$ cat src/rtl/oam_dma.sv
// OAM DMA bus initiator: copies XFER_LEN bytes from page {src_page,8'h00}
// to DST_BASE, one byte per CYC_PER_BYTE-clock slot, after START_DELAY idle
// slots. busy stalls the CPU bus; done pulses once after the last write.
module oam_dma #(
  parameter int          CYC_PER_BYTE = 4,
  parameter int          XFER_LEN     = 160,
  parameter int          START_DELAY  = 1,
  parameter logic [15:0] DST_BASE     = 16'hFE00
) (
  input  logic        clk,
  input  logic        rst_n,
  input  logic        start,
  input  logic [7:0]  src_page,
  output logic [15:0] r_addr,
  input  logic [7:0]  r_data,
  output logic        wen,
  output logic [15:0] w_addr,
  output logic [7:0]  w_data,
  output logic        busy,
  output logic        done
);

  localparam int CW = (CYC_PER_BYTE > 1) ? $clog2(CYC_PER_BYTE) : 1;
  localparam int DW = (START_DELAY > 1) ? $clog2(START_DELAY) : 1;
  localparam logic [CW-1:0] CYC_LAST = CW'(CYC_PER_BYTE - 1);
  localparam logic [DW-1:0] DLY_LAST = DW'((START_DELAY > 0) ? START_DELAY - 1 : 0);
  localparam logic [7:0]    IDX_LAST = 8'(XFER_LEN - 1);

  typedef enum logic [1:0] {
    IDLE  = 2'd0,
    DELAY = 2'd1,
    XFER  = 2'd2
  } state_t;

  state_t        state;
  logic [CW-1:0] cyc;
  logic [DW-1:0] dly;
  logic [7:0]    idx;
  logic [7:0]    page;
  logic          wr_slot;

  // Echo RAM pages E0-FF alias C0-DF, so fold them down when latching.
  function automatic logic [7:0] map_page(input logic [7:0] p);
    return (p > 8'hDF) ? (p - 8'h20) : p;
  endfunction

  assign wr_slot = (state == XFER) && (cyc == CYC_LAST);

  // Memory port is only driven during the last clock of a transfer slot.
  always_comb begin
    wen    = 1'b0;
    r_addr = 16'h0000;
    w_addr = 16'h0000;
    w_data = 8'h00;
    if (wr_slot) begin
      wen    = 1'b1;
      r_addr = {page, idx};
      w_addr = DST_BASE + {8'h00, idx};
      w_data = r_data;
    end
  end

  // Sequencer: a start strobe always (re)arms a fresh transfer, aborting
  // any transfer in flight without a done pulse.
  always_ff @(posedge clk or negedge rst_n) begin
    if (!rst_n) begin
      state <= IDLE;
      cyc   <= '0;
      dly   <= '0;
      idx   <= 8'h00;
      page  <= 8'h00;
      busy  <= 1'b0;
      done  <= 1'b0;
    end else begin
      done <= 1'b0;
      if (start) begin
        page  <= map_page(src_page);
        cyc   <= '0;
        dly   <= '0;
        idx   <= 8'h00;
        busy  <= 1'b1;
        state <= (START_DELAY == 0) ? XFER : DELAY;
      end else begin
        unique case (state)
          IDLE: begin
          end
          DELAY: begin
            if (cyc == CYC_LAST) begin
              cyc <= '0;
              if (dly == DLY_LAST) begin
                dly   <= '0;
                state <= XFER;
              end else begin
                dly <= dly + DW'(1);
              end
            end else begin
              cyc <= cyc + CW'(1);
            end
          end
          XFER: begin
            if (cyc == CYC_LAST) begin
              cyc <= '0;
              if (idx == IDX_LAST) begin
                idx   <= 8'h00;
                state <= IDLE;
                busy  <= 1'b0;
                done  <= 1'b1;
              end else begin
                idx <= idx + 8'd1;
              end
            end else begin
              cyc <= cyc + CW'(1);
            end
          end
          default: state <= IDLE;
        endcase
      end
    end
  end

endmodule

$ cat config.mk
export PLATFORM = sky130hd
export DESIGN_NAME = oam_dma
export DESIGN_NICKNAME = d
export VERILOG_FILES = /design/src/rtl/oam_dma.sv
export SDC_FILE = /design/constraint.sdc
export NUM_CORES = 1
export LEC_CHECK = 0
export CAP_MARGIN = 5
export CORE_MARGIN = 4
export CORE_UTILIZATION = 35
export DETAILED_ROUTE_END_ITERATION = 7
export PLACE_DENSITY = 0.69
export SYNTH_ARGS = -nofsm -noshare
export SYNTH_HDL_FRONTEND = slang
export SYNTH_SLANG_ARGS = --single-unit
$ cat constraint.sdc
create_clock -name clk -period 4.6 [get_ports clk]
set_input_delay 0.69 -clock clk [delete_from_list [all_inputs] [get_ports clk]]
set_output_delay 0.69 -clock clk [all_outputs]
set_load 0.005 [all_outputs]
==> metrics.md <==
| Metric | Value |
|---|---|
| RSZ-0062 raised after global routing | false |
| Fin crit period | 3.328 ns |
| Final Skew | just over 0.005 ns |
| Area Growth Syn to Fin | 39.20% |
| H-tree Lvls | 1 |
| Avg WL per Cell | 13.12 um |
| Slew @ Worst Pin | 0.9728 ns |
| Row count | 22 |
| Post-route setup TNS | 0 ns |
| Yosys top cell area share | ~40% |
| Final setup viols | 0 |
| Cts hold-fix bufs | 0 |
| Postcts setup bufs | 0 |
| Ant diodes | 0 |
| Worst-path cell chain | inv_1 > ha_1 > nand2_1 > inv_1 > clkdlybuf4s50_1 |
| CTS Root Cell | clkbuf_8 |
| Total die area | 5008 um2 |
| CP arrival | about 2.6 ns |
| RD Place Congestion | 0.7131 |
| Worst endpoint required time | 3.91 ns |
| Overflow after GRT | 0 |
| Slew HR | a little over a third |
| CP max stage cell | clkdlybuf4s50_1 |
| Clock slew at the register clock pins of the worst setup and hold paths | 0.07 ns |
| Hold WC Path Type | reg2reg |
| Area of the mapped netlist | 1379 um2 |
| Syn Area/Cell | ~9.3 um2 |
| Final hold violations | 0 |
| Fraction of layout cells with a size suffix above 1 | 7.407% |
| Synth unique cells | 30 |
| CP max stage delay | 0.58 ns |
| Most instantiated cells after synthesis | dfrtp_1 (22), and3_1 (20), buf_4 (16), nor2_1 (11), inv_1 (10) |
| Worst skew pair latency | 0.25 ns |
| Worst Path Max Fanout | 23 |
| Cells after Synth | 149 |
| Initial Util | 36.83% |
| Drt pass-1 iters | 4 |
| DRC Markers | 0 |
| Hold Slack | 0.5114 ns |
| I/O Buffers | 60 |
| Pins Over Slew Limit | 0 |
| Outcome | finished, final reports clean |
| Total core area | 3744 um2 |
| Most numerous cell in the Yosys netlist | dfrtp_1 |
| DR iter-0 viols | 50 |
| Worst path most repeated cell | inv_1 |
| Area leader, netlist | dfrtp_1 |
| Clock tree buffer depth | 2 |
| Largest net degree at the start of global routing | 27 |
| Via count | 1,157 |
| Via density | 4.882 |
| Final Cycle Share | 72.35% |
| Placement Cell Area | 1864 um2 |
| Leakage power | 0.0008738 uW |
| Sequential area share after synthesis | 39.93% |
| Routed wire length | 3110 um |
| Power per cell area | 251.7 nW/um2 |
| VDD IR max | 0.0001564 V |
| Vias in the first global route | roughly 1,200 |
| CTS Buf Count | 3 |
| Post-cts resize count | 0 |
| Predominant post-synthesis flop cell | dfrtp_1 |
| GRT Overall Usage | 12.28% |
| Die X | 70.77 um |
| Startpoint Class | register |
| Ys async rst share | 100.0% |
| Syn nets | ~170 |
| Max-cap violations | 0 |
| Worst Setup Path Type | reg2out |
| Yosys warns | 0 |
| Filler cell count | 362 |
| First-pass GRT wire length | 5230 um |
| Antenna violations before repair | 0 |
| Post-DRT Antenna Nets | 0 |
| Final Core Density | slightly above 50% |
| Final Cell Area | 1919 um2 |
| CP endpoint kind | output pin |
| Count of nets after finishing | 215 |
| CTS sink count | 22 |
| Fmax | 0.3005 GHz |
| Die Y | between 70 and 80 um |
| Synth area leaders | dfrtp_1 (40%), and3_1 (9.1%), buf_4 (8.7%), ha_1 (5.4%), mux2_2 (4.1%) |
| Post-DP HPWL | 2346 um |
| Count of state elements after synthesis | 22 |
| Io pins | 62 |
| CTS tree | built |
| Post-synth EDFFs | 0 |
## stage by stage
stage / power (uW) / setup WS [ns] / cells
after floorplan: 313.7 / 2.656 / 149
after global placement: 341.0 / 1.728 / 233
after detailed placement: 352.3 / 1.533 / 233
after CTS: 488.1 / 1.240 / 237
after global routing: 514.4 / 1.048 / 237
final: 483.0 / 1.272 / 237
## report_power, final
part	switching, uW	total (uW)	leakage, uW	internal (uW)
logic	60.8	120	0.000566	59.7
registers	13.6	227	0.000279	214
clock network	59.3	135	0.0000288	76.1
## metal layers
metal | share of wire, % | global-route usage [%]
met1 | 46 | 15.51
met3 | 7.7 | 2.841
met4 | 0 | 1.253
met2 | 46 | 22.04
met5 | 0 | 0
## final cells by class
class / instances / area [um2] / area share (%)
well taps: 48 / 60.06 / 3.129
flip-flops and latches: 22 / 550.5 / 28.68
inverters: 10 / 37.54 / 1.956
repair buffers: 60 / 600.6 / 31.29
multi-input cells: 93 / 615.6 / 32.07
clock buffers: 4 / 55.05 / 2.868
## worst max-delay path, delay by kind of cell, from the launching register on
family                   cells  cell delay, ns
adder cells (fa/ha/maj)      1            0.56
buffers and inverters        3            1.02
flip-flops                   1            0.41
AND/OR/NAND/NOR              1            0.39
## final timing paths
path,start,depth (start not counted),end,slack [ns]
min reg2reg,page[1],1,page[1],0.51
max in group asynchronous,rst_n,1,cyc[0],3.04
max reg2reg,state[0],5,idx[7],2.30
max,state[0],5,w_addr[13],1.27
min in group asynchronous,rst_n,1,idx[2],0.97
min,page[1],1,page[1],0.51
## cell usage in the layout (no fill, tap or decap), types with 4 or more instances in the layout
master	Yosys	routed
mux2_2	5	5
o21ai_0	6	6
ha_1	6	6
a21oi_1	4	4
nand2_1	8	8
nand3_1	8	8
inv_1	10	10
nor2_1	11	11
dfrtp_1	22	22
clkdlybuf4s50_1	0	60
clkbuf_8	1	4
and3_1	20	20
## cell families after synthesis
logic type,count (synthesis),synth area share [%]
DFF,22,39.93
adders and majority gates,6,5.445
xor gates and xnor gates,3,1.906
other,1,0.2720
buffers and inverters,34,15.43
AOI/OAI and AO/OA,15,6.171
and+or+nand+nor,60,24.59
muxes,8,6.261
## flip-flops by register name, indices dropped and copies added (netlist names)
| register | count |
|---|---|
| cyc | 2 |
| idx | 8 |
| done | 1 |
| busy | 1 |
| page | 8 |
| state | 2 |
Power figures use the tool's default switching activity.
==> variant, RTL diff (config.mk and constraints unchanged) <==
The parameter `CYC_PER_BYTE` goes from 4 to 2.
--- a/src/rtl/oam_dma.sv
+++ b/src/rtl/oam_dma.sv
@@ -2,7 +2,7 @@
 // to DST_BASE, one byte per CYC_PER_BYTE-clock slot, after START_DELAY idle
 // slots. busy stalls the CPU bus; done pulses once after the last write.
 module oam_dma #(
-  parameter int          CYC_PER_BYTE = 4,
+  parameter int          CYC_PER_BYTE = 2,
   parameter int          XFER_LEN     = 160,
   parameter int          START_DELAY  = 1,
   parameter logic [15:0] DST_BASE     = 16'hFE00
Check against the original RTL: not equivalent (Yosys sat finds a counterexample within 10 cycles, from zero or initial values and one cycle with rst_n low).
==> variant against the original RTL <==
Non-clock buffer count did not move; synthesized area about the same; global-route usage grew 1.6 points; wire length up 10%; setup slack got worse by 0.054 ns; synthesized cell count increased by 0.67%; sequential cell count down 1; total power increased by 2.8%; final cell count is 0.42% higher; highest routed layer is now met4; cell area is 0.52% lower; critical endpoint is now w_addr[11]; sequential power up 5%.
==> variant: results (changes against the original RTL) <==
.. list-table::
   :header-rows: 1

   * - Metric
     - Value
   * - Arrival time at the worst endpoint
     - 2.69 ns (+0.05 ns)
   * - Area contributors post-synth
     - sky130_fd_sc_hd__dfrtp_1 (38%), sky130_fd_sc_hd__buf_4 (9.2%), sky130_fd_sc_hd__and3_1 (8.6%)
   * - Largest fanout on the critical path
     - 26 (+13%)
   * - Post-DP HPWL
     - 2.50 mm (+6.5%)
   * - Detailed router's first-iteration violation count
     - 55 (+10%)
   * - Post-CTS repair timing setup buffer count
     - 0 (unchanged)
   * - Number of inserted filler cells in the final layout
     - 363 (+0.28%)
   * - Hold Path Class
     - flip-flop to flip-flop
   * - Final worst clock skew
     - 0.00109 ns (-0.00399 ns)
   * - Slew at the pin with the worst max-slew slack
     - 0.959 ns (-0.0133 ns)
   * - Net switching fraction of the power
     - 32.7% (+5.0 points)
   * - Total inserted antenna cells
     - 0 (unchanged)
   * - Max incr delay on CP
     - 0.60 ns (+0.02 ns)
   * - Largest regs
     - idx x8, page x8, state x2
   * - Wire length of the first global-routing pass
     - 5.69 mm (+8.8%)
   * - Number of instances in the placed design
     - 234 (+0.43%)
   * - Global-route total usage across every layer
     - 13.9% (+1.6 points)
   * - Worst Hold Path Cells
     - 1 (unchanged)
   * - Leakage
     - 0.825 nW (-5.5%)
   * - Largest net degree at the start of global routing
     - 28 (+3.7%)
   * - Top cells by instance count after synthesis
     - sky130_fd_sc_hd__dfrtp_1 (21), sky130_fd_sc_hd__and3_1 (19), sky130_fd_sc_hd__buf_4 (17), sky130_fd_sc_hd__inv_1 (11), sky130_fd_sc_hd__a21oi_1 (9)
   * - Clock latency at the later pin of the worst-skew pair
     - 0.26 ns
   * - Vias in the first global route
     - 1,171 (-0.17%)
   * - Slowest-stage cell, CP
     - sky130_fd_sc_hd__ha_1
   * - Detail-routed net length per standard cell
     - 14.4 microns (+9.7%)
   * - Placer Congestion
     - 0.781 (+9.5%)
   * - Cells after synthesis
     - 150 (+0.67%)
   * - Pre-CTS worst setup slack
     - 1.50 ns (-0.0359 ns)
   * - Final cell count without fillers
     - 238 (+0.42%)
   * - Sequential fraction of the synthesis area
     - 38.1% (-1.8 points)
   * - Via count normalized by instance count
     - 5.23 (+7.2%)
   * - Layout cells sized above 1
     - 6.84% (-0.57 points)
   * - Peak supply drop
     - 0.136 mV (-13%)
   * - Yosys cell types
     - 32 (+6.7%)
   * - Outcome
     - finished, final reports clean
   * - Placed cell area
     - 1860 sq um (unchanged)
-- variant: cell count changes after synthesis, moves of 3 or more --
cell	delta
sky130_fd_sc_hd__nand2b_1	-3
sky130_fd_sc_hd__nor2_1	-4
sky130_fd_sc_hd__o31ai_1	+4
sky130_fd_sc_hd__mux2i_1	-3
sky130_fd_sc_hd__a21oi_1	+5
-- variant: cells by family (layout without fill, tap and decap cells) --
kind of cell	Yosys count	count (layout)	synth area share (%)
buffers and inverters	35	75	15.8
XOR/XNOR	2	2	1.27
other	1	1	0.272
flip-flops	21	21	38.1
AO/OA/AOI/OAI	26	26	12.1
AND/OR/NAND/NOR	55	55	23.9
multiplexers	5	5	4.08
adder cells (fa/ha/maj)	5	5	4.53
-- variant: critical path, delay by kind of cell, from the launching register on --
kind / cells / cell delay (ns)
and+or+nand+nor: 1 / 0.42
buffers and inverters: 3 / 0.98
DFF: 1 / 0.42
adders and majority gates: 1 / 0.60
-- variant: worst paths after layout --
kind                            slack, ns     start    endpoint
worst min register to register       0.51   page[2]     page[2]
worst min-delay path                 0.51   page[2]     page[2]
max in group asynchronous            3.06     rst_n     page[1]
worst max register to register       2.30  state[0]      idx[7]
min in group asynchronous            0.96     rst_n      idx[1]
worst max-delay path                 1.22  state[0]  w_addr[11]
-- variant: layer usage --
| metal | vias up | GRT usage, % | share of wire, % |
|---|---|---|---|
| li1 | 587 | - | - |
| met1 | 594 | 18.5 | 44 |
| met2 | 59 | 21.3 | 44 |
| met3 | 5 | 3.84 | 9.9 |
| met4 | 0 | 5.64 | 1.6 |
| met5 | - | 0 | 0 |
-- variant: cell type report --
class,instances,area [sq um],share of cell area [%]
clock buffer,4,45.0,2.36
timing repair buffer,60,601,31.5
sequential,21,526,27.5
inverter,11,41.3,2.16
tap,48,60.1,3.15
multi-input combinational,94,637,33.4
-- variant: power groups by stage --
stage | Clock (mW) | Sequential (mW) | Combinational (mW)
2_1_floorplan | 0 | 0.217 | 0.117
3_3_place_gp | 0 | 0.238 | 0.127
3_5_place_dp | 0 | 0.242 | 0.135
4_1_cts | 0.128 | 0.237 | 0.136
5_1_grt | 0.137 | 0.243 | 0.152
6_report | 0.123 | 0.239 | 0.134
